===== src/rtl/io_bus_arbiter_if.sv =====
// Shared I/O bus bundle between the two requesters, the arbiter and the peripheral read mux.
// master: requester + peripheral side; slave: the arbiter itself.
interface io_bus_arbiter_if #(
   parameter int AW = 16,
   parameter int DW = 16
) ();
   logic          req0;
   logic          req1;
   logic          rd0;
   logic          rd1;
   logic          wr0;
   logic          wr1;
   logic [AW-1:0] addr0;
   logic [AW-1:0] addr1;
   logic [DW-1:0] wdat0;
   logic [DW-1:0] wdat1;
   logic          ack0;
   logic          ack1;
   logic [DW-1:0] rdat0;
   logic [DW-1:0] rdat1;
   logic          bus_rd;
   logic          bus_wr;
   logic [AW-1:0] bus_addr;
   logic [DW-1:0] bus_dout;
   logic [DW-1:0] bus_din;
   logic          busy;
   logic          owner;

   // Handshake: a requester raises req with rd/wr/addr/wdat valid and holds req until
   // its one-cycle ack; everything is latched at grant, so later changes are ignored.
   modport slave (
      input  req0, req1, rd0, rd1, wr0, wr1, addr0, addr1, wdat0, wdat1, bus_din,
      output ack0, ack1, rdat0, rdat1, bus_rd, bus_wr, bus_addr, bus_dout, busy, owner
   );

   modport master (
      output req0, req1, rd0, rd1, wr0, wr1, addr0, addr1, wdat0, wdat1, bus_din,
      input  ack0, ack1, rdat0, rdat1, bus_rd, bus_wr, bus_addr, bus_dout, busy, owner
   );
endinterface


===== src/rtl/io_bus_arbiter.sv =====
// Two-requester round-robin arbiter/sequencer for the peripheral I/O bus:
// one transaction at a time, single-cycle strobe, fixed access wait, registered read data.
module io_bus_arbiter #(
   parameter int AW         = 16,
   parameter int DW         = 16,
   parameter int ACCESS_CYC = 2,
   parameter bit INIT_PRIO  = 1'b0
) (
   input  logic              sys_clk_i,
   input  logic              sys_rst_i,
   io_bus_arbiter_if.slave   bus,
   output logic [1:0]        dbg_state
);

   typedef enum logic [1:0] {
      IDLE   = 2'd0,
      STROBE = 2'd1,
      WAIT   = 2'd2,
      DONE   = 2'd3
   } state_t;

   localparam logic [3:0] CNT_LOAD = 4'(ACCESS_CYC - 1);

   state_t        state;
   logic [3:0]    cnt;
   logic          prio;
   logic          lat_rd;

   logic          grant_any;
   logic          grant_sel;
   logic          sel_rd;
   logic          sel_wr;
   logic [AW-1:0] sel_addr;
   logic [DW-1:0] sel_wdat;

   // Contention goes to the priority pointer; a lone request wins outright.
   assign grant_any = bus.req0 | bus.req1;
   assign grant_sel = (bus.req0 & bus.req1) ? prio : bus.req1;
   assign sel_rd    = grant_sel ? bus.rd1   : bus.rd0;
   assign sel_wr    = grant_sel ? bus.wr1   : bus.wr0;
   assign sel_addr  = grant_sel ? bus.addr1 : bus.addr0;
   assign sel_wdat  = grant_sel ? bus.wdat1 : bus.wdat0;

   assign bus.busy  = (state != IDLE);
   assign dbg_state = state;

   always_ff @(posedge sys_clk_i) begin
      if (!sys_rst_i) begin
         state        <= IDLE;
         cnt          <= '0;
         prio         <= INIT_PRIO;
         lat_rd       <= 1'b0;
         bus.owner    <= INIT_PRIO;
         bus.ack0     <= 1'b0;
         bus.ack1     <= 1'b0;
         bus.rdat0    <= '0;
         bus.rdat1    <= '0;
         bus.bus_rd   <= 1'b0;
         bus.bus_wr   <= 1'b0;
         bus.bus_addr <= '0;
         bus.bus_dout <= '0;
      end else begin
         bus.ack0   <= 1'b0;
         bus.ack1   <= 1'b0;
         bus.bus_rd <= 1'b0;
         bus.bus_wr <= 1'b0;
         case (state)
            IDLE: begin
               if (grant_any) begin
                  // Strobes are registered here so they are high exactly during STROBE.
                  bus.owner    <= grant_sel;
                  bus.bus_addr <= sel_addr;
                  bus.bus_dout <= sel_wdat;
                  bus.bus_rd   <= sel_rd & ~sel_wr;
                  bus.bus_wr   <= sel_wr;
                  lat_rd       <= sel_rd & ~sel_wr;
                  state        <= STROBE;
               end
            end
            STROBE: begin
               if (ACCESS_CYC == 1) begin
                  if (lat_rd) begin
                     if (bus.owner) bus.rdat1 <= bus.bus_din;
                     else           bus.rdat0 <= bus.bus_din;
                  end
                  if (bus.owner) bus.ack1 <= 1'b1;
                  else           bus.ack0 <= 1'b1;
                  state <= DONE;
               end else begin
                  cnt   <= CNT_LOAD;
                  state <= WAIT;
               end
            end
            WAIT: begin
               cnt <= cnt - 4'd1;
               // Counter reaching zero on this edge ends the access window.
               if (cnt == 4'd1) begin
                  if (lat_rd) begin
                     if (bus.owner) bus.rdat1 <= bus.bus_din;
                     else           bus.rdat0 <= bus.bus_din;
                  end
                  if (bus.owner) bus.ack1 <= 1'b1;
                  else           bus.ack0 <= 1'b1;
                  state <= DONE;
               end
            end
            DONE: begin
               prio  <= ~bus.owner;
               state <= IDLE;
            end
            default: state <= IDLE;
         endcase
      end
   end

   ap_ack_excl: assert property (@(posedge sys_clk_i) !(bus.ack0 && bus.ack1));
   ap_strobe_excl: assert property (@(posedge sys_clk_i) !(bus.bus_rd && bus.bus_wr));

endmodule


===== src/flat_wrapper.sv =====
// flat-port wrapper written by rule: the top's interface ports become plain ports
module io_bus_arbiter_flat 
#(
   parameter int AW         = 16,
   parameter int DW         = 16,
   parameter int ACCESS_CYC = 2,
   parameter bit INIT_PRIO  = 1'b0
)
  (sys_clk_i, sys_rst_i, dbg_state, bus_req0, bus_req1, bus_rd0, bus_rd1, bus_wr0, bus_wr1, bus_addr0, bus_addr1, bus_wdat0, bus_wdat1, bus_bus_din, bus_ack0, bus_ack1, bus_rdat0, bus_rdat1, bus_bus_rd, bus_bus_wr, bus_bus_addr, bus_bus_dout, bus_busy, bus_owner);
  io_bus_arbiter_if #(.AW(AW), .DW(DW)) bus_i ();
  input  logic sys_clk_i;
  input  logic sys_rst_i;
  output logic [1:0] dbg_state;
  input wire logic [$bits(bus_i.req0)-1:0] bus_req0;
  input wire logic [$bits(bus_i.req1)-1:0] bus_req1;
  input wire logic [$bits(bus_i.rd0)-1:0] bus_rd0;
  input wire logic [$bits(bus_i.rd1)-1:0] bus_rd1;
  input wire logic [$bits(bus_i.wr0)-1:0] bus_wr0;
  input wire logic [$bits(bus_i.wr1)-1:0] bus_wr1;
  input wire logic [$bits(bus_i.addr0)-1:0] bus_addr0;
  input wire logic [$bits(bus_i.addr1)-1:0] bus_addr1;
  input wire logic [$bits(bus_i.wdat0)-1:0] bus_wdat0;
  input wire logic [$bits(bus_i.wdat1)-1:0] bus_wdat1;
  input wire logic [$bits(bus_i.bus_din)-1:0] bus_bus_din;
  output wire logic [$bits(bus_i.ack0)-1:0] bus_ack0;
  output wire logic [$bits(bus_i.ack1)-1:0] bus_ack1;
  output wire logic [$bits(bus_i.rdat0)-1:0] bus_rdat0;
  output wire logic [$bits(bus_i.rdat1)-1:0] bus_rdat1;
  output wire logic [$bits(bus_i.bus_rd)-1:0] bus_bus_rd;
  output wire logic [$bits(bus_i.bus_wr)-1:0] bus_bus_wr;
  output wire logic [$bits(bus_i.bus_addr)-1:0] bus_bus_addr;
  output wire logic [$bits(bus_i.bus_dout)-1:0] bus_bus_dout;
  output wire logic [$bits(bus_i.busy)-1:0] bus_busy;
  output wire logic [$bits(bus_i.owner)-1:0] bus_owner;
  assign bus_i.req0 = bus_req0;
  assign bus_i.req1 = bus_req1;
  assign bus_i.rd0 = bus_rd0;
  assign bus_i.rd1 = bus_rd1;
  assign bus_i.wr0 = bus_wr0;
  assign bus_i.wr1 = bus_wr1;
  assign bus_i.addr0 = bus_addr0;
  assign bus_i.addr1 = bus_addr1;
  assign bus_i.wdat0 = bus_wdat0;
  assign bus_i.wdat1 = bus_wdat1;
  assign bus_i.bus_din = bus_bus_din;
  assign bus_ack0 = bus_i.ack0;
  assign bus_ack1 = bus_i.ack1;
  assign bus_rdat0 = bus_i.rdat0;
  assign bus_rdat1 = bus_i.rdat1;
  assign bus_bus_rd = bus_i.bus_rd;
  assign bus_bus_wr = bus_i.bus_wr;
  assign bus_bus_addr = bus_i.bus_addr;
  assign bus_bus_dout = bus_i.bus_dout;
  assign bus_busy = bus_i.busy;
  assign bus_owner = bus_i.owner;
  io_bus_arbiter #(.AW(AW), .DW(DW), .ACCESS_CYC(ACCESS_CYC), .INIT_PRIO(INIT_PRIO)) u_core (.sys_clk_i(sys_clk_i), .sys_rst_i(sys_rst_i), .bus(bus_i), .dbg_state(dbg_state));
endmodule

===== config.mk =====
export PLATFORM = sky130hd
export DESIGN_NAME = io_bus_arbiter_flat
export DESIGN_NICKNAME = d
export VERILOG_FILES = /design/src/rtl/io_bus_arbiter_if.sv /design/src/rtl/io_bus_arbiter.sv /design/src/flat_wrapper.sv
export SDC_FILE = /design/constraint.sdc
export NUM_CORES = 1
export LEC_CHECK = 0
export CAP_MARGIN = 20
export CORE_MARGIN = 4
export CORE_UTILIZATION = 41
export DETAILED_ROUTE_END_ITERATION = 16
export GPL_TIMING_DRIVEN = 0
export PLACE_DENSITY = 0.8
export SLEW_MARGIN = 10
export SYNTH_ARGS = -nofsm -noshare
export SYNTH_HDL_FRONTEND = slang
export SYNTH_SLANG_ARGS = --single-unit

===== constraint.sdc =====
create_clock -name sys_clk_i -period 1.9 [get_ports sys_clk_i]
set_input_delay 0.285 -clock sys_clk_i [delete_from_list [all_inputs] [get_ports sys_clk_i]]
set_output_delay 0.285 -clock sys_clk_i [all_outputs]
set_load 0.02 [all_outputs]

==> run metrics <==
final setup vio count 0; reg2reg path depth 6; n_diodes 0; Vias roughly 3500; worst clock skew between 5 and 6 ps; final cell count without fillers 650; power density over the cells about 1000 mW/mm^2; Die Width slightly below 100 microns; EDFF count, synth 0; reg-to-reg startpoint u_core.dbg_state[0]; Root Driver clkbuf_8; DRT iter0 DRCs ~160; die height 98.7 microns; leading cell type in the layout, fill and taps excluded clkdlybuf4s50_1; Initial Util 0.430; crit start category flip-flop; Fillers approximately 650; vias in the first global route approximately 3500; crit path kind flip-flop to output pin; period utilization 0.931; total CTS buffers 9; r2r endpoint u_core.bus.rdat0[14]; critical path arrival about 1500 ps; Hold/Removal Path Class input port to flip-flop; peak supply drop around 0.48 mV; first-pass iteration count of the detailed router 5; CORE AREA around 0.0078 sq mm; first-pass GRT wire length around 18000 microns; Port Buffer Count 157; Rows 32; CTS tree built; Seq cells post-synth 77; max-cap viol count 0; CP Max Fanout 5; full die area ~0.0097 sq mm; Final ANT Viol Nets 0; main flop type after synthesis dfxtp_1; Cells after Synth 375; Seq/Total Area, Yosys 0.457; Avg Cell Area, Syn ~9.0 sq um; post-DP HPWL between 8000 and 9000 microns; post-synth cell types 34; share of layout cells above drive strength 1 0.0547; post-route minimum period about 1800 ps; worst-skew pair later-pin latency 340 ps; Hold Path Origin bus_req1; Min-Delay Path Depth 3; drt total wl 11000 microns; measured slew at the worst slew-check pin 537 ps; asr flop ratio synth 0; relative slew slack 0.642; RSZ-0062 raised after global routing false; total clock sinks slightly below 80; DRC Markers 0; dpl cells 634; largest net degree at the start of global routing 15; drt via density ~5.4; worst hold path endpoint u_core.bus.bus_addr[2]; WP data required 1620 ps; most frequent cells in the layout clkdlybuf4s50_1, dfxtp_1, o21ai_0; area delta synth->final 56.3%; initial antenna violation count 0; Clock Pin Slew Worst Setup and Hold Paths approximately 80 ps; GRT Overall Usage 0.222; final-report max-slew violation count 0; Clock Path Buffers 2; status finished, final reports clean; Syn Nets between 400 and 500; mean routed wirelength per cell between 15 and 20 microns; GRT Residual Overflow 0; Final Hold Viols 0; final-stage net count roughly 640; fin util 0.671; fmax 0.566 GHz; # IOs 160; Ys Warns 0; Pleak around 2.1 nW; CP Capture Type output pin; gpl congestion approximately 0.81; htree depth 3; synthesized area 0.00337 sq mm; r2r setup slk about 190 ps
cell usage after synthesis (2+ instances only):
master,n,area share
a31oi_1,34,0.063
buf_1,3,0.0033
nor3b_1,2,0.0045
and3_1,2,0.0037
clkbuf_1,22,0.024
buf_6,2,0.0067
inv_1,8,0.0089
nand2_1,53,0.059
buf_2,5,0.0074
nand3b_1,33,0.073
ha_1,6,0.022
mux2i_1,33,0.098
nor2b_1,2,0.0037
a21oi_1,3,0.0045
dfxtp_1,77,0.46
nand3_4,2,0.010
o21ai_0,70,0.10
a21boi_0,2,0.0045
what timing repair did:
action,4_1_cts,5_1_grt
setup buffers,0,0
setup endpoints to repair,1,0
resized for setup,1,0
hold buffers,0,0
kinds of logic after synthesis:
family / count (synthesis) / share of synthesized area
DFF: 77 / 0.457
adders and majority gates: 6 / 0.0223
muxes: 33 / 0.0980
buffers and inverters: 42 / 0.0549
AOI/OAI and AO/OA: 115 / 0.191
and+or+nand+nor: 102 / 0.177
worst max-delay path, cell delays in order, from the launching register on:
cell and delay, ps:
dfxtp_1 420, inv_1 90, ha_1 210, inv_1 90, dlygate4sd2_1 330
report_power, final:
part / total [W] / internal, W / switching [W]
Clock: 0.00124 / 0.000611 / 0.000628
Sequential: 0.00209 / 0.00191 / 0.000188
Combinational: 0.00211 / 0.000948 / 0.00116
sequential cells by signal, indices dropped and copies added, names as in the netlist:
name,flops
u_core.bus.ack0,1
u_core.bus.ack1,1
u_core.bus.bus_addr,16
u_core.bus.bus_dout,16
u_core.bus.bus_rd,1
u_core.bus.bus_wr,1
u_core.bus.owner,1
u_core.bus.rdat0,16
u_core.bus.rdat1,16
u_core.cnt,4
u_core.dbg_state,2
u_core.lat_rd,1
u_core.prio,1
how the worst max path moves through the flow:
stage / startpoint / endpoint / slack (ps) / cells after the start
6_report: u_core.dbg_state[1] / bus_busy / 130 / 4
5_1_grt: u_core.dbg_state[1] / bus_busy / 20 / 4
4_1_cts: u_core.dbg_state[1] / bus_busy / 110 / 4
3_5_place_dp: bus_req0 / u_core.bus.bus_dout[7] / -200 / 6
3_3_place_gp: bus_req0 / u_core.bus.bus_dout[5] / -130 / 6
2_1_floorplan: u_core.dbg_state[0] / u_core.bus.rdat0[10] / 300 / 6
final cells by class:
| class | count | area, sq um | share of cell area |
|---|---|---|---|
| plain buffers | 33 | 149 | 0.0283 |
| multi-input cells | 256 | 1650 | 0.312 |
| clock buffers | 9 | 124 | 0.0235 |
| clock inverters | 7 | 75.1 | 0.0142 |
| repair buffers | 157 | 1570 | 0.298 |
| flip-flops and latches | 77 | 1540 | 0.293 |
| inverters | 9 | 36.3 | 0.00689 |
| well taps | 102 | 128 | 0.0242 |
metrics by stage:
step	cell area [sq um]	total power, W	TNS [ps]	setup WS [ps]	hold slack, ps
3_3_place_gp	5070	0.00417	-2390	-130	446
4_1_cts	5270	0.00546	0	106	302
3_5_place_dp	5070	0.00422	-3630	-201	452
2_1_floorplan	3370	0.00321	0	298	443
6_report	5270	0.00544	0	132	311
5_1_grt	5270	0.00574	0	23.7	307
routing by layer:
| metal | wire (microns) | track usage |
|---|---|---|
| met2 | 5100 | 0.368 |
| met4 | 255 | 0.0861 |
| met1 | 4440 | 0.255 |
| met5 | 0 | 0 |
| met3 | 1220 | 0.0906 |
Power figures use the tool's default switching activity.
